### src/rtl/bcd_lfg_core.sv
// Decimal lagged-Fibonacci digit generator: an N-digit BCD ring stepped through an
// external x3-mod-10 stage, with warm-up discard and a valid/ready digit output.
module bcd_lfg_core #(
   parameter int DIGITS = 8,
   parameter int TAP = 3,
   parameter int WARMUP = 16,
   parameter logic [DIGITS*4-1:0] SEED = 32'h8765_4321
) (
   input  logic                  i_clk,
   input  logic                  i_reset,
   input  logic                  i_seed_load,
   input  logic [DIGITS*4-1:0]   i_seed_data,
   output logic [3:0]            o_mul_a,
   input  logic [3:0]            i_mul_p,
   output logic [3:0]            o_rnd_digit,
   output logic                  o_rnd_valid,
   input  logic                  i_rnd_ready,
   output logic                  o_warming,
   output logic                  o_zero_fix
);

   typedef enum logic {WARM, RUN} state_t;

   localparam int CW = (WARMUP > 0) ? $clog2(WARMUP + 1) : 1;
   localparam state_t START = (WARMUP == 0) ? RUN : WARM;
   localparam logic [CW-1:0] WARM_LAST = CW'((WARMUP > 0) ? WARMUP - 1 : 0);
   localparam logic [CW-1:0] WARM_MAX = CW'(WARMUP);

   logic [3:0]    r_ring [DIGITS];
   state_t        r_state;
   state_t        w_stateNext;
   logic [CW-1:0] r_warmCnt;
   logic [CW-1:0] w_warmCntNext;
   logic          r_zeroFix;
   logic          w_step;
   logic          w_allZero;
   logic [4:0]    w_sum;
   logic [3:0]    w_new;
   logic [3:0]    w_seedSan [DIGITS];
   logic [3:0]    w_resetSan [DIGITS];

   // Out-of-range nibbles fold back into 0..5 so the ring always holds BCD.
   function automatic logic [3:0] sanitize(input logic [3:0] n);
      return (n >= 4'd10) ? n - 4'd10 : n;
   endfunction

   always_comb begin
      for (int i = 0; i < DIGITS; i++) begin
         w_seedSan[i]  = sanitize(i_seed_data[i*4 +: 4]);
         w_resetSan[i] = sanitize(SEED[i*4 +: 4]);
      end
   end

   // The product arrives combinationally from the multiply stage in the same cycle.
   always_comb begin
      w_allZero = 1'b1;
      for (int i = 0; i < DIGITS; i++) begin
         if (r_ring[i] != 4'd0) w_allZero = 1'b0;
      end
      w_sum = {1'b0, i_mul_p} + {1'b0, r_ring[TAP]};
      if (w_allZero)
         w_new = 4'd1;
      else if (w_sum >= 5'd10)
         w_new = 4'(w_sum - 5'd10);
      else
         w_new = w_sum[3:0];
   end

   always_comb begin
      w_stateNext   = r_state;
      w_warmCntNext = r_warmCnt;
      w_step        = 1'b0;
      case (r_state)
         WARM: begin
            w_step = 1'b1;
            if (r_warmCnt != WARM_MAX) w_warmCntNext = r_warmCnt + 1'b1;
            if (WARMUP == 0 || r_warmCnt >= WARM_LAST) w_stateNext = RUN;
         end
         RUN: begin
            w_step = i_rnd_ready;
         end
         default: w_stateNext = START;
      endcase
      // A seed load cancels any step, including a pending handshake pop.
      if (i_seed_load) begin
         w_step        = 1'b0;
         w_stateNext   = START;
         w_warmCntNext = '0;
      end
   end

   always_ff @(posedge i_clk) begin
      if (i_reset) begin
         r_state   <= START;
         r_warmCnt <= '0;
         r_zeroFix <= 1'b0;
         for (int i = 0; i < DIGITS; i++) r_ring[i] <= w_resetSan[i];
      end else begin
         r_state   <= w_stateNext;
         r_warmCnt <= w_warmCntNext;
         r_zeroFix <= w_step & w_allZero;
         if (i_seed_load) begin
            for (int i = 0; i < DIGITS; i++) r_ring[i] <= w_seedSan[i];
         end else if (w_step) begin
            for (int i = 0; i < DIGITS - 1; i++) r_ring[i] <= r_ring[i+1];
            r_ring[DIGITS-1] <= w_new;
         end
      end
   end

   assign o_mul_a     = r_ring[0];
   assign o_rnd_digit = r_ring[0];
   assign o_rnd_valid = (r_state == RUN);
   assign o_warming   = (r_state == WARM);
   assign o_zero_fix  = r_zeroFix;

endmodule

### config.mk
export PLATFORM = sky130hd
export DESIGN_NAME = bcd_lfg_core
export DESIGN_NICKNAME = d
export VERILOG_FILES = /design/src/rtl/bcd_lfg_core.sv
export SDC_FILE = /design/constraint.sdc
export NUM_CORES = 1
export LEC_CHECK = 0
export BUFFER_PORTS_ARGS = -buffer_cell sky130_fd_sc_hd__buf_2
export CORE_MARGIN = 2
export CORE_UTILIZATION = 50
export DETAILED_ROUTE_END_ITERATION = 8
export GPL_TIMING_DRIVEN = 0
export PLACE_DENSITY = 0.75
export SYNTH_ARGS = -nofsm -noshare
export SYNTH_HDL_FRONTEND = slang
export SYNTH_SLANG_ARGS = --single-unit
export TNS_END_PERCENT = 30
### constraint.sdc
create_clock -name i_clk -period 5.1 [get_ports i_clk]
set_input_delay 0.51 -clock i_clk [delete_from_list [all_inputs] [get_ports i_clk]]
set_output_delay 0.51 -clock i_clk [all_outputs]
set_load 0.01 [all_outputs]
==> results.py <==
metrics = {
    "layout": {
        "diodes": 0,
        "finalNetCount": 342,
        "num-fill-cells": 403,
        "multi_input_area_mm2": 0.001126,
        "regArea_mm2": 0.001101,
        "layout_common_cells": "52 x buf_2, 32 x edfxtp_1, 23 x inv_1, 16 x ha_1, 15 x a21oi_1",
        "syn_to_final_growth_pct": 18.91,
        "drive_gt1_share_pct": 26.57,
        "mostFrequentLayoutCell": "buf_2",
    },
    "global_route": {
        "grt_pass1_wl_um": 8245,
        "grt_overflow_total": 0,
        "antenna_found_initial": 0,
        "grt_max_degree": 14,
        "grt_pass1_vias": 1764,
        "groute.usage.overall_pct": 20.52,
    },
    "placement": {
        "place_congestion": 0.9078,
        "dp_hpwl_um": 4030,
        "io_buffers": 50,
    },
    "setup_path": {
        "crit_path_end": "r_ring[0][31]",
        "r2r_start": "r_ring[0][12]",
        "path_cells": "ha_1 -> fa_1 -> xor2_1 -> inv_1 -> ha_1 -> and3_1 -> o41ai_1 -> a22oi_1",
        "slowest_delay_ps": 450,
        "cp-end-kind": "flop",
        "start_kind": "flop",
        "path_max_fanout": 5,
        "slowest_stage": "edfxtp_1",
        "rr_worst_depth": 8,
        "cp-startpoint": "r_ring[0][12]",
        "critPathKind": "reg -> reg",
        "cp.required_ps": 5120,
        "r2r-end": "r_ring[0][31]",
        "critPathArrivalTime_ps": 2650,
        "r2r_slack_ps": 2480,
        "cpMostUsedCell": "ha_1",
    },
    "detailed_routing": {
        "via_per_inst": 5.838,
        "drt_iter0_drc": 152,
        "finalWirelength_um": 5277,
        "dr_total_vias": 1985,
        "drc_errors": 0,
        "antenna_left": 0,
        "dr.pass1.iters": 4,
        "wl_per_cell_um": 15.52,
    },
    "clock_network": {
        "htreeDepth": 2,
        "hold_buffers": 0,
        "root_buffer": "clkbuf_8",
        "numCtsBuffers": 5,
        "clk_pin_slew_ps": 80,
        "cts_tree": "yes",
        "clock_latency_ps": 300,
        "clock_path_buffers": 2,
        "cts_setup_buffers": 0,
        "clock_sinks": 39,
        "cts_resized": 0,
    },
    "timing": {
        "rsz0062_at_grt": "no",
        "finalCritPeriodShare_pct": 51.42,
        "slew_headroom_pct": 62.35,
        "finalHoldViolCount": 0,
        "slew_violations": 0,
        "skew_ps": 11.91,
        "setup-violations-final": 0,
        "fmax_mhz": 381.3,
        "tightest_slew_ps": 564.7,
        "finalSetupTns_ps": 0,
        "period_minus_slack_ps": 2622,
    },
    "floorplan": {
        "rows": 25,
        "fp.dieArea_mm2": 0.005375,
        "ios": 51,
        "die_width_um": 73.32,
        "core_mm2": 0.004692,
        "die_h_um": 73.32,
        "start_util_pct": 51.20,
    },
    "synth": {
        "syn_nets": 285,
        "synthTopCellsByArea": "edfxtp_1 40%, ha_1 8.3%, dfxtp_1 5.8%",
        "syn_inst": 228,
        "yosys_warnings": 0,
        "synth_area_per_cell_um2": 10.54,
        "async_reset_ff_share_pct": 0,
        "syn_area_mm2": 0.002402,
        "yosysSeqAreaShare_pct": 45.83,
        "yosysUniqueCellTypes": 47,
        "synthFlopType": "edfxtp_1",
        "synth_top_cell_area_share_pct": 40.00,
        "yosys_register_bits": 39,
        "yosysTopAreaCell": "edfxtp_1",
        "synth_edf_count": 32,
    },
    "job": {
        "cap_viol_max_count": 0,
    },
    "worst_hold_path": {
        "worstHoldPathCells": 2,
        "hold_class": "in -> reg",
    },
    "outcome": {
        "outcome": "completed",
    },
    "power": {
        "irDropWorstVdd_v": 0.0001834,
        "finalPower_uw": 828.6,
        "cellPowerDensity_mw_per_mm2": 290.1,
        "p_leak_uw": 0.001244,
    },
}
per-layer routing:
layer  share of wire, %  GRT usage, %
met5                  0             0
met2                 50         35.34
met4               0.38         3.636
met1                 43         26.54
met3                6.5         5.213
final cells by class:
| class | instances | area share (%) |
|---|---|---|
| Multi-Input combinational cell | 153 | 39.42 |
| Clock inverter | 3 | 2.365 |
| Sequential cell | 39 | 38.55 |
| Clock buffer | 5 | 2.409 |
| Timing Repair Buffer | 50 | 8.760 |
| Tap cell | 54 | 2.365 |
| Inverter | 23 | 3.022 |
| Buffer | 13 | 3.110 |
state kept, by name (all words and copies together), names as in the netlist:
register / cells
o_rnd_valid: 1
r_ring: 32
o_zero_fix: 1
r_warmCnt: 5
how the worst min path moves through the flow:
stage | from | endpoint
CTS | i_seed_data[4] | r_ring[0][4]
floorplan | r_warmCnt[4] | r_warmCnt[4]
global placement | r_warmCnt[4] | r_warmCnt[4]
detailed placement | r_warmCnt[4] | r_warmCnt[4]
global route | i_seed_data[0] | r_ring[0][0]
finish | i_seed_data[4] | r_ring[0][4]
cells by family after synthesis:
logic type | synth area share [%]
DFF | 45.83
muxes | 0.4687
AOI/OAI and AO/OA | 22.66
xor gates and xnor gates | 1.823
and+or+nand+nor | 12.76
adders and majority gates | 9.167
buffers and inverters | 7.292
metrics by stage:
step	area, um^2	util (%)	setup WS, ps	cells	hold WS (ps)
finish	2856	60.88	2478	340	504.8
global route	2856	60.88	2285	340	503.2
CTS	2856	60.88	2506	340	496.7
detailed placement	2720	57.97	2372	332	508.4
global placement	2720	57.97	2385	332	500.4
floorplan	2402	-	2678	228	480.9
critical path: cells and delay by family (launching register included):
| family | cells | cell delay (ps) |
|---|---|---|
| xor gates and xnor gates | 1 | 240 |
| DFF | 1 | 450 |
| buffers and inverters | 1 | 80 |
| adders and majority gates | 3 | 910 |
| AOI/OAI and AO/OA | 2 | 500 |
| and+or+nand+nor | 1 | 180 |
cells in the mapped netlist, types with 2 or more instances:
cell,count
a211oi_1,4
a21o_1,4
a21oi_1,15
a22o_1,6
a32o_1,6
and3_1,2
buf_2,2
buf_4,8
clkbuf_1,2
dfxtp_1,7
edfxtp_1,32
ha_1,16
inv_1,23
nand2_1,7
nand2b_1,2
nand3_1,9
nand4_1,3
nor2_1,11
nor4_1,8
o21ai_0,11
o21bai_1,7
o22a_1,12
or2_2,2
or3_1,3
xnor2_1,2
xor2_1,3
power by group:
group	internal [uW]	leakage, uW	total, uW	switching, uW
Sequential	370	0.000404	386	16.4
Combinational	68.2	0.000776	137	69.2
Clock	195	0.0000644	305	110
Total	633	0.00124	829	195
Power figures use the tool's default switching activity.
